--- config.mk ---
export PLATFORM = sky130hd
export DESIGN_NAME = uart_rx_capture
export DESIGN_NICKNAME = d
export VERILOG_FILES = /design/src/rtl/uart_rx_pkg.sv /design/src/rtl/uart_rx_fifo.sv /design/src/rtl/uart_rx_capture.sv
export SDC_FILE = /design/constraint.sdc
export NUM_CORES = 1
export LEC_CHECK = 0
export CORE_MARGIN = 2
export CORE_UTILIZATION = 40
export CTS_CLUSTER_SIZE = 14
export DETAILED_ROUTE_END_ITERATION = 8
export GPL_ROUTABILITY_DRIVEN = 1
export GPL_TIMING_DRIVEN = 0
export SYNTH_ARGS = -nofsm -noshare
export SYNTH_HDL_FRONTEND = slang
export SYNTH_SLANG_ARGS = --single-unit
--- constraint.sdc ---
create_clock -name clk -period 2.3 [get_ports clk]
set_clock_uncertainty 0.15 [all_clocks]
set_input_delay 0.46 -clock clk [delete_from_list [all_inputs] [get_ports clk]]
set_output_delay 0.46 -clock clk [all_outputs]
set_load 0.005 [all_outputs]
--- src/rtl/uart_rx_pkg.sv ---
// Shared types and helpers for the UART capture receiver.
// Optional even-parity support is selected with UART_RX_PARITY_EN.
package uart_rx_pkg;

   localparam int DATA_BITS = 8;

   typedef enum logic [2:0] {
      IDLE,
      START,
      DATA,
      PARITY,
      STOP
   } rx_state_e;

   // Clocks per bit period.
   function automatic int calc_div(input int clk_hz, input int baud);
      return clk_hz / baud;
   endfunction

endpackage

--- src/rtl/uart_rx_fifo.sv ---
// First-word-fall-through receive FIFO. Pops on empty are ignored. A push
// while full only succeeds when a pop happens in the same cycle.
module uart_rx_fifo #(
   parameter int DEPTH = 8,
   parameter int W     = 8
) (
   input  logic                     clk,
   input  logic                     rst_n,
   input  logic                     push_i,
   input  logic [W-1:0]             data_i,
   input  logic                     pop_i,
   output logic [W-1:0]             data_o,
   output logic                     full_o,
   output logic                     empty_o,
   output logic [$clog2(DEPTH):0]   count_o
);
   localparam int AW = $clog2(DEPTH);

   logic [DEPTH-1:0][W-1:0] mem_q, mem_d;
   logic [AW-1:0]           wr_q, wr_d, rd_q, rd_d;
   logic [AW:0]             cnt_q, cnt_d;
   logic                    do_push, do_pop;

   assign empty_o = (cnt_q == '0);
   assign full_o  = (cnt_q == (AW+1)'(DEPTH));
   assign data_o  = mem_q[rd_q];
   assign count_o = cnt_q;

   assign do_pop  = pop_i && !empty_o;
   assign do_push = push_i && (!full_o || do_pop);

   // Next-state for storage, pointers (wrap naturally, DEPTH is 2^n) and occupancy.
   always_comb begin
      mem_d = mem_q;
      if (do_push) mem_d[wr_q] = data_i;
      wr_d  = wr_q + AW'(do_push);
      rd_d  = rd_q + AW'(do_pop);
      cnt_d = cnt_q + (AW+1)'(do_push) - (AW+1)'(do_pop);
   end

   // State registers; storage is cleared so data_o reads 0 out of reset.
   always_ff @(posedge clk or negedge rst_n) begin
      if (!rst_n) begin
         mem_q <= '0;
         wr_q  <= '0;
         rd_q  <= '0;
         cnt_q <= '0;
      end else begin
         mem_q <= mem_d;
         wr_q  <= wr_d;
         rd_q  <= rd_d;
         cnt_q <= cnt_d;
      end
   end

endmodule

--- src/rtl/uart_rx_capture.sv ---
// 8N1 UART receiver feeding a FWFT receive FIFO with a valid/ready output.
// Define UART_RX_PARITY_EN to add an even-parity bit between data and stop.
module uart_rx_capture
   import uart_rx_pkg::*;
#(
   parameter int CLK_FREQ_HZ = 25_000_000,
   parameter int BAUD_RATE   = 781250,
   parameter int FIFO_DEPTH  = 8
) (
   input  logic                          clk,
   input  logic                          rst_n,
   input  logic                          rx_i,
   input  logic                          rx_en_i,
   output logic [7:0]                    data_o,
   output logic                          valid_o,
   input  logic                          ready_i,
   output logic                          frame_err_o,
   output logic                          overflow_o,
   output logic [$clog2(FIFO_DEPTH):0]   count_o
);
   localparam int DIV = calc_div(CLK_FREQ_HZ, BAUD_RATE);
   localparam int CW  = $clog2(DIV);

   if (DIV < 4) begin : g_div_chk
      $error("uart_rx_capture: CLK_FREQ_HZ/BAUD_RATE must be >= 4");
   end
   if (FIFO_DEPTH < 2 || (FIFO_DEPTH & (FIFO_DEPTH - 1)) != 0) begin : g_depth_chk
      $error("uart_rx_capture: FIFO_DEPTH must be a power of two >= 2");
   end

   localparam logic [CW-1:0] HALF = CW'(DIV/2 - 1);
   localparam logic [CW-1:0] LAST = CW'(DIV - 1);

   rx_state_e      state_q, state_d;
   logic [1:0]     sync_q;
   logic           prev_q;
   logic [CW-1:0]  cnt_q, cnt_d;
   logic [2:0]     bitcnt_q, bitcnt_d;
   logic [7:0]     shift_q, shift_d;
   logic           ferr_q, ferr_d;
   logic           ovf_q, ovf_d;
   logic           push;
   logic           full, empty;
   logic           rxs, fall;
`ifdef UART_RX_PARITY_EN
   logic           perr_q, perr_d;
`endif

   assign rxs  = sync_q[1];
   assign fall = prev_q && !rxs;

   // Two-flop synchronizer plus edge-detect register; all idle high.
   always_ff @(posedge clk or negedge rst_n) begin
      if (!rst_n) begin
         sync_q <= 2'b11;
         prev_q <= 1'b1;
      end else begin
         sync_q <= {sync_q[0], rx_i};
         prev_q <= rxs;
      end
   end

   // Sampler: start is checked at mid-bit, then one sample per bit period.
   always_comb begin
      state_d  = state_q;
      cnt_d    = cnt_q + CW'(1);
      bitcnt_d = bitcnt_q;
      shift_d  = shift_q;
      ferr_d   = 1'b0;
      push     = 1'b0;
`ifdef UART_RX_PARITY_EN
      perr_d   = perr_q;
`endif
      case (state_q)
         IDLE: begin
            cnt_d = '0;
            if (fall && rx_en_i) begin
               state_d  = START;
               bitcnt_d = '0;
            end
         end
         START: if (cnt_q == HALF) begin
            cnt_d   = '0;
            state_d = rxs ? IDLE : DATA;
         end
         DATA: if (cnt_q == LAST) begin
            cnt_d    = '0;
            shift_d  = {rxs, shift_q[7:1]};
            bitcnt_d = bitcnt_q + 3'd1;
            if (bitcnt_q == 3'(DATA_BITS - 1)) begin
`ifdef UART_RX_PARITY_EN
               state_d = PARITY;
`else
               state_d = STOP;
`endif
            end
         end
`ifdef UART_RX_PARITY_EN
         PARITY: if (cnt_q == LAST) begin
            cnt_d   = '0;
            perr_d  = rxs ^ (^shift_q);
            state_d = STOP;
         end
`endif
         STOP: if (cnt_q == LAST) begin
            cnt_d   = '0;
            state_d = IDLE;
`ifdef UART_RX_PARITY_EN
            if (rxs && !perr_q) push = 1'b1;
`else
            if (rxs) push = 1'b1;
`endif
            else ferr_d = 1'b1;
         end
         default: state_d = IDLE;
      endcase
      // Disabling drops any partial frame silently.
      if (!rx_en_i) begin
         state_d = IDLE;
         cnt_d   = '0;
         push    = 1'b0;
         ferr_d  = 1'b0;
      end
   end

   // A push that finds the FIFO full with no simultaneous pop is dropped.
   assign ovf_d = push && full && !(ready_i && !empty);

   // Sampler and pulse registers.
   always_ff @(posedge clk or negedge rst_n) begin
      if (!rst_n) begin
         state_q  <= IDLE;
         cnt_q    <= '0;
         bitcnt_q <= '0;
         shift_q  <= '0;
         ferr_q   <= 1'b0;
         ovf_q    <= 1'b0;
`ifdef UART_RX_PARITY_EN
         perr_q   <= 1'b0;
`endif
      end else begin
         state_q  <= state_d;
         cnt_q    <= cnt_d;
         bitcnt_q <= bitcnt_d;
         shift_q  <= shift_d;
         ferr_q   <= ferr_d;
         ovf_q    <= ovf_d;
`ifdef UART_RX_PARITY_EN
         perr_q   <= perr_d;
`endif
      end
   end

   uart_rx_fifo #(.DEPTH(FIFO_DEPTH), .W(8)) u_fifo (
      .clk     (clk),
      .rst_n   (rst_n),
      .push_i  (push),
      .data_i  (shift_q),
      .pop_i   (ready_i),
      .data_o  (data_o),
      .full_o  (full),
      .empty_o (empty),
      .count_o (count_o)
   );

   assign valid_o     = !empty;
   assign frame_err_o = ferr_q;
   assign overflow_o  = ovf_q;

endmodule
==> impl_metrics.yaml, run 1 <==
timing:
  tns_ps: -4540
  final.min_clock_period_ps: 2500
  tightest_slew_ps: 703
  fmax_ghz: 0.400
  period_share_pct: 109
  relSlewSlack_pct: 53.2
  final_hold_viol_count: 0
  holdWs_ps: 206
  finalMaxSlewViolations: 0
  finalSetupViolations: 56
  rsz0062_at_grt: "yes"
  finalWorstSetupSlack_ps: -203
logic_synthesis:
  synth.largest_area_cell: "dfrtp_1"
  synthCells: 329
  syn_area_per_cell_sq_um: 14.2
  syn_area_sq_um: 4690
  syn_nets: 351
  netlist.area_leader.share_pct: 50.7
  synth_seq_area_share_pct: 52.4
  synth_area_leaders: "dfrtp_1 (51%), mux2_2 (15%), mux4_2 (7.7%), ha_1 (4.3%), mux2_4 (2.6%)"
  synth_warnings: 0
  synth_seq_cells: 98
  synth_cell_types: 45
setup_path:
  path_cells: "buf_6, buf_8, mux4_2, mux2_4, buf_6"
  cp-end-kind: "output pin"
  cp_slowest_stage_delay_ps: 500
  critPathMostFrequentCell: "buf_6"
  worstSetupPathType: "register to output pin"
  required_ps: 1690
  cp-start-kind: "register"
  cp.arrival_ps: 1890
  worst_path_max_delay_cell: "mux4_2"
  worstPathMaxFanout: 5
power:
  pwr_density_cell_nw_per_um2: 731
  vdd_drop_max_mv: 0.797
  p_switching_w: 0.00120
  p_int_w: 0.00323
  total_power_w: 0.00442
  swShare_pct: 27.1
  p_leak_nw: 2.86
  comb_power_share_pct: 21.9
  sequentialPowerShare_pct: 44.1
  clkPwrFrac_pct: 34.0
placement:
  place_worst_setup_slack_ps: -856
  gp_congestion: 0.763
  dp_hpwl_um: 5620
  port_buffers: 19
cells_and_area:
  syn_to_final_growth_pct: 29.2
  n_antenna_cell: 0
  drive_above_1_share_pct: 46.7
  fillers: 963
  layout.nets: 411
cts:
  clkLatencyLatePin_ps: 340
  tritoncts: "done"
  clk_pin_slew_ps: 70
  clockBufferDepth: 2
  numCtsBuffers: 9
  cts_max_level: 3
  root_buffer: "clkbuf_16"
  cts.sinks: 98
outcome:
  violations: "setup timing"
  run_status: "complete, but fails checks"
global_route:
  gr-total-overflow: 0
  grt_usage_pct: 16.6
  antenna_found_initial: 0
  grt_pass1_wl_um: 16200
  grt_max_degree: 68
  grt_pass1_vias: 3024
floorplanning:
  fp.dieH_um: 112
  dieArea_sq_um: 12600
  fp-row-count: 39
  ios: 20
  initial_core_util_pct: 41.0
  die_width_um: 112
  core-area_sq_um: 11400
drt:
  ant_nets: 0
  wl_per_cell_um: 18.2
  vias: 2810
  first_pass_iters: 4
  drt-initial-drc-count: 145
  drc_errors: 0
  avgViaCountPerCell: 5.23
  routed_wl_um: 9770
min_path:
  hold_class: "register to register"
flow_run:
  maxCapViolCount: 0
-- metrics by stage --
| stage | cells | area (sq um) | utilization, % |
|---|---|---|---|
| CTS | 533 | 5880 | 51.5 |
| floorplan | 329 | 4720 | - |
| global placement | 491 | 5090 | 44.5 |
| detailed placement | 492 | 5110 | 44.8 |
| global route | 537 | 6060 | 53.0 |
| finish | 537 | 6060 | 53.0 |
-- cells by family after synthesis --
logic type	share of synthesized area, %
AO/OA/AOI/OAI	2.14
AND/OR/NAND/NOR	9.10
adder cells (fa/ha/maj)	4.70
XOR/XNOR	1.12
flip-flops	52.4
multiplexers	25.6
buffers and inverters	4.91
-- path summary, 6_finish.rpt --
path,startpoint,endpoint,slack (ps),cells after the start
min in group asynchronous,rst_n,u_fifo.mem_q[33],470,2
worst max register to register,cnt_q[1],u_fifo.mem_q[63],-130,9
worst max-delay path,u_fifo.rd_q[0],data_o[2],-200,5
worst min-delay path,sync_q[0],sync_q[1],210,0
worst min register to register,sync_q[0],sync_q[1],210,0
max in group asynchronous,rst_n,sync_q[1],820,3
-- cells in the mapped netlist (all sizes together) --
| cell type | count |
|---|---|
| and2 | 2 |
| nand3b | 2 |
| a311oi | 1 |
| o211ai | 1 |
| ha | 16 |
| xnor2 | 2 |
| dfstp | 3 |
| xor2 | 4 |
| a311o | 1 |
| and3b | 1 |
| nor4bb | 1 |
| buf | 14 |
| nand3 | 3 |
| nand2 | 32 |
| nor3 | 3 |
| nand4 | 1 |
| nor3b | 1 |
| inv | 14 |
| a32oi | 1 |
| mux2 | 72 |
| nor4b | 4 |
| o21ai | 5 |
| nor4 | 2 |
| mux4 | 16 |
| clkbuf | 6 |
| and3 | 1 |
| a21oi | 5 |
| a21o | 1 |
| fa | 1 |
| or4 | 1 |
| nor2b | 1 |
| a31oi | 1 |
| dfrtp | 95 |
| nor2 | 11 |
| nand2b | 3 |
| or4b | 1 |
-- cell usage in the layout (no fill, tap or decap), types with 4 or more instances in the layout --
cell type        count
a21oi_1              5
buf_12               5
buf_4               15
buf_6               23
buf_8                9
clkbuf_1             4
clkbuf_16            9
clkdlybuf4s50_1     10
dfrtp_1             93
ha_1                12
inv_1               12
mux2_2               9
mux2_4              63
mux4_2              16
nand2_1             32
nor2_1               8
o21ai_0              5
xor2_1               4
-- critical path, delay by kind of cell (launching register included) --
family | cells | cell delay, ps
buffers and inverters | 3 | 390
muxes | 2 | 790
DFF | 1 | 370
-- layer usage --
metal / GRT usage (%) / share of wire (%)
met1: 22.6 / 47
met2: 26.8 / 49
met3: 3.78 / 2.9
met4: 4.96 / 1.2
met5: 0 / 0
-- sequential cells by signal (all words and copies together) (netlist names), 2 cells and up --
signal,flops
state_q,3
bitcnt_q,3
u_fifo.wr_q,3
u_fifo.count_o,4
u_fifo.rd_q,3
cnt_q,5
sync_q,2
shift_q,8
u_fifo.mem_q,64
-- timing repair --
| item | in CTS | in global routing |
|---|---|---|
| buffers inserted | 25 | 7 |
| endpoints found under the hold margin | 31 | 0 |
| gates resized for setup | 91 | 48 |
| endpoints found under the setup margin | 75 | 75 |
| pin swaps | 11 | 5 |
| cloned | 1 | 0 |
| hold buffers | 1 | 0 |
-- cell type report --
type                    instances  area, sq um  area share [%]
inverters                      14         52.6           0.868
clock buffers                  11          243            4.01
well taps                     143          179            2.95
clock inverters                 5         53.8           0.888
multi-input cells             197         2290            37.9
plain buffers                  17          206            3.41
flip-flops and latches         98         2460            40.6
repair buffers                 52          568            9.38
-- power by group through the flow --
stage                     clock network [W]  logic (W)  registers (W)
after CTS                           0.00155    0.00109        0.00189
after global placement                    0   0.000803        0.00188
after detailed placement                  0   0.000824        0.00188
after floorplan                           0   0.000525        0.00188
after global routing                0.00161    0.00107        0.00196
final                               0.00150   0.000970        0.00195
(Power assumes the default switching activity.)
==> run 2, diff against run 1 <==
--- a/config.mk
+++ b/config.mk
@@ -5,7 +5,7 @@
 export SDC_FILE = /design/constraint.sdc
 export NUM_CORES = 1
 export LEC_CHECK = 0
-export CORE_MARGIN = 2
+export CORE_MARGIN = 3
 export CORE_UTILIZATION = 40
 export CTS_CLUSTER_SIZE = 14
 export DETAILED_ROUTE_END_ITERATION = 8
==> impl_metrics.yaml, run 2 (synthesized netlist as in run 1, its figures left out) <==
outcome:
  run_status: "complete, but fails checks"
  violations: "hold timing, setup timing"
placement:
  port_buffers: 19
  gp_congestion: 0.728
  placed_cell_area_sq_um: 5110
  dp_hpwl_um: 5890
cells_and_area:
  largest_register: "u_fifo.mem_q"
  multi_input_area_sq_um: 2290
  layout.nets: 407
  fillers: 918
  layout_commonest_cell: "dfrtp_1"
  seq_area_sq_um: 2460
  top_regs: "u_fifo.mem_q x64, shift_q x8, cnt_q x5"
  stdcell_area_sq_um: 6030
  n_antenna_cell: 0
  syn_to_final_growth_pct: 28.6
  final_cell_mix: "dfrtp_1 (93), mux2_4 (63), nand2_1 (32), buf_6 (19), mux4_2 (16)"
  largest_reg_flops: 64
  drive_above_1_share_pct: 46.9
timing:
  final.min_clock_period_ps: 2570
  holdWs_ps: -19.3
  rsz0062_at_grt: "yes"
  final_hold_viol_count: 29
  fmax_ghz: 0.388
  finalSetupViolations: 56
  finalWorstSetupSlack_ps: -274
  relSlewSlack_pct: 47.0
  finalMaxSlewViolations: 0
  period_share_pct: 112
  tightest_slew_ps: 795
setup_path:
  rr_worst_depth: 9
  worstSetupPathType: "register to output pin"
  required_ps: 1690
  r2r_start: "cnt_q[1]"
  cp.arrival_ps: 1960
  r2r-end: "u_fifo.mem_q[58]"
  reg2reg_slack_ps: -60
  cp-start-kind: "register"
  cp-end-kind: "output pin"
  worstPathMaxFanout: 6
power:
  vdd_drop_max_mv: 0.708
  total_power_w: 0.00444
  p_leak_nw: 2.83
  pwr_density_cell_nw_per_um2: 736
floorplanning:
  fp.dieH_um: 114
  die_width_um: 114
  ios: 20
  dieArea_sq_um: 13100
  core-area_sq_um: 11100
  initial_core_util_pct: 42.1
  fp-row-count: 38
min_path:
  hold_class: "input port to asynchronous set/reset pin"
cts:
  tritoncts: "done"
  numCtsBuffers: 9
  clk_pin_slew_ps: 70
  root_buffer: "clkbuf_16"
  cts.sinks: 98
  clockBufferDepth: 2
  clkLatencyLatePin_ps: 340
  cts_max_level: 3
drt:
  vias: 2764
  first_pass_iters: 5
  drc_errors: 0
  wl_per_cell_um: 18.5
  ant_nets: 0
  routed_wl_um: 9780
  drt-initial-drc-count: 131
  avgViaCountPerCell: 5.22
global_route:
  grt_usage_pct: 16.5
  grt_pass1_wl_um: 16300
  grt_max_degree: 52
  gr-total-overflow: 0
  antenna_found_initial: 0
  grt_pass1_vias: 2978
flow_run:
  maxCapViolCount: 0
[run 2: worst max-delay path, stage by stage, from the launching register on]
cell and delay [ps]:
dfrtp_1 370, buf_6 140, buf_8 140, buf_6 100, mux4_2 480, mux2_4 280
buf_6 120
[run 2: where the power goes]
part	switching, W	internal, W	total (W)
Clock	0.000661	0.000845	0.00151
Sequential	0.0000942	0.00180	0.00190
Combinational	0.000475	0.000558	0.00103
[run 2: final cells by class]
cell class                 count  share of cell area (%)
sequential                    98                    40.8
multi-input combinational    197                    38.0
timing repair buffer          46                    8.74
clock buffer                  10                    3.80
buffer                        19                    3.76
tap                          140                    2.91
clock inverter                 6                    1.12
inverter                      14                   0.872
[run 2: timing repair]
action,4_1_cts,5_1_grt
endpoints found under the setup margin,75,75
hold buffers,0,0
endpoints found under the hold margin,0,0
pin swaps,9,8
cloned,1,0
buffers inserted,23,4
gates resized for setup,103,33
[run 2: routing by layer]
| metal | GRT usage [%] | vias to the layer above | wire length (um) |
|---|---|---|---|
| met5 | 0 | - | 0 |
| met4 | 5.23 | 0 | 140 |
| met3 | 3.81 | 9 | 292 |
| met2 | 25.6 | 42 | 4680 |
| met1 | 23.1 | 1438 | 4670 |
| li1 | - | 1275 | - |
[run 2: worst max path at each step]
stage | startpoint | endpoint | slack (ps) | cells after the start
6_report | u_fifo.rd_q[0] | data_o[7] | -270 | 6
5_1_grt | u_fifo.rd_q[0] | data_o[7] | -350 | 6
4_1_cts | u_fifo.rd_q[0] | data_o[1] | -310 | 6
3_5_place_dp | u_fifo.rd_q[1] | data_o[4] | -800 | 5
3_3_place_gp | rst_n | u_fifo.count_o[3] | -3090 | 1
2_1_floorplan | u_fifo.count_o[2] | u_fifo.mem_q[0] | 2 | 7
[run 2: per-stage QoR]
step                      setup TNS, ps  cells  worst slack [ps]  util, %  hold slack (ps)
final                             -3540    530              -274     54.2            -19.3
after CTS                         -4370    527              -308     53.2             2.30
after global routing              -9150    530              -351     54.2             26.1
after floorplan                       0    329              2.49        -             14.4
after detailed placement         -37900    489              -804     45.9              197
after global placement          -335000    488             -3090     45.7              196
==> run 3, diff against run 2 <==
--- a/config.mk
+++ b/config.mk
@@ -5,6 +5,7 @@
 export SDC_FILE = /design/constraint.sdc
 export NUM_CORES = 1
 export LEC_CHECK = 0
+export CORE_ASPECT_RATIO = 2
 export CORE_MARGIN = 3
 export CORE_UTILIZATION = 40
 export CTS_CLUSTER_SIZE = 14
==> impl_metrics.yaml, run 3 (synthesized netlist as in run 1, its figures left out) <==
cells_and_area:
  n_antenna_cell: 0
  stdcell_area_sq_um: 5950
  largest_reg_flops: 64
  drive_above_1_share_pct: 46.4
  layout.nets: 405
  layout_commonest_cell: "dfrtp_1"
  largest_register: "u_fifo.mem_q"
  final_cell_mix: "dfrtp_1 (93), mux2_4 (64), nand2_1 (32), buf_6 (22), mux4_2 (16)"
  top_regs: "u_fifo.mem_q x64, shift_q x8, cnt_q x5"
  syn_to_final_growth_pct: 27.0
floorplanning:
  dieArea_sq_um: 13100
  initial_core_util_pct: 41.3
  die_width_um: 82.5
  fp.dieH_um: 159
  core-area_sq_um: 11400
  ios: 20
  fp-row-count: 55
setup_path:
  path_cells: "buf_6, buf_6, mux4_2, mux2_4, buf_6"
  cp.arrival_ps: 1930
  worstPathMaxFanout: 4
  rr_worst_depth: 9
  reg2reg_slack_ps: -120
  worstSetupPathType: "register to output pin"
  cp-start-kind: "register"
  cp_slowest_stage_delay_ps: 510
  cp.depth: 5
  cp-end-kind: "output pin"
  worst_path_max_delay_cell: "mux4_2"
  critPathMostFrequentCell: "buf_6"
  required_ps: 1690
  cp.buffers_inverters: 3
  r2r-end: "u_fifo.mem_q[57]"
  critical_path.top_delay_family: "multiplexers"
  r2r_start: "cnt_q[0]"
global_route:
  grt_max_degree: 67
  grt_pass1_wl_um: 16200
  grt_usage_pct: 16.6
  grt_pass1_vias: 2985
  gr-total-overflow: 0
  antenna_found_initial: 0
timing:
  rsz0062_at_grt: "yes"
  tns_ps: -5460
  fmax_ghz: 0.394
  relSlewSlack_pct: 46.1
  finalSetupViolations: 57
  period_share_pct: 110
  holdWs_ps: 212
  final.min_clock_period_ps: 2540
  final_hold_viol_count: 0
  finalWorstSetupSlack_ps: -240
  tightest_slew_ps: 809
  finalMaxSlewViolations: 0
drt:
  routed_wl_um: 9860
  avgViaCountPerCell: 5.17
  wl_per_cell_um: 18.6
  drt-initial-drc-count: 110
  vias: 2739
  drc_errors: 0
  first_pass_iters: 4
  ant_nets: 0
placement:
  dp_hpwl_um: 6320
  port_buffers: 19
  placed_cell_area_sq_um: 5110
  gp_congestion: 0.777
power:
  pwr_density_cell_nw_per_um2: 716
  p_switching_w: 0.00120
  vdd_drop_max_mv: 0.715
  swShare_pct: 28.1
  total_power_w: 0.00426
  clkPwrFrac_pct: 32.4
  comb_power_share_pct: 23.0
  sequentialPowerShare_pct: 44.6
  p_int_w: 0.00307
  p_leak_nw: 2.80
outcome:
  run_status: "complete, but fails checks"
  violations: "setup timing"
cts:
  clkLatencyLatePin_ps: 340
  numCtsBuffers: 9
  tritoncts: "done"
  clockBufferDepth: 2
  root_buffer: "clkbuf_16"
  clk_pin_slew_ps: 70
  cts_max_level: 3
  cts.sinks: 98
flow_run:
  maxCapViolCount: 0
min_path:
  hold_path_depth: 0
  min_to: "sync_q[1]"
  hold_class: "register to register"
  min_from: "sync_q[0]"
==> run 3: cell type report <==
class | count | area, sq um
flip-flops and latches | 98 | 2460
well taps | 142 | 178
repair buffers | 44 | 490
multi-input cells | 197 | 2280
fillers | 960 | 5400
clock inverters | 7 | 45.0
inverters | 14 | 52.6
clock buffers | 9 | 225
plain buffers | 19 | 221
==> run 3: what timing repair did <==
item                                   4_1_cts  5_1_grt
pin swaps                                    9        3
gates resized for setup                    116       18
endpoints found under the hold margin       32        0
cloned                                       1        0
setup buffers                               18        4
hold buffers                                 1        0
setup endpoints to repair                   77       76
==> run 3: how the worst max path moves through the flow <==
stage | from | end
after floorplan | u_fifo.count_o[2] | u_fifo.mem_q[0]
after global routing | u_fifo.rd_q[0] | data_o[7]
after detailed placement | u_fifo.rd_q[1] | data_o[4]
after CTS | u_fifo.rd_q[0] | data_o[7]
after global placement | rst_n | shift_q[0]
final | u_fifo.rd_q[0] | data_o[7]
==> run 3: routing by layer <==
metal	track usage, %	vias to the layer above	share of wire (%)
met5	0	-	0
met4	6.03	0	2.3
met3	3.34	13	2.2
met2	27.8	37	54
met1	20.7	1417	41
li1	-	1272	-
==> run 3: power by group through the flow <==
stage	Sequential [W]	Combinational, W	Clock [W]
5_1_grt	0.00191	0.00109	0.00148
6_report	0.00190	0.000983	0.00138
4_1_cts	0.00189	0.000980	0.00142
3_3_place_gp	0.00189	0.000796	0
3_5_place_dp	0.00189	0.000808	0
2_1_floorplan	0.00188	0.000525	0
==> run 3: stage by stage <==
step,utilization [%],worst slack [ps],cells
final,52.4,-240,530
after global routing,52.4,-299,530
after CTS,51.6,-264,526
after detailed placement,45.0,-855,491
after global placement,44.8,-2990,490
after floorplan,-,2.49,329
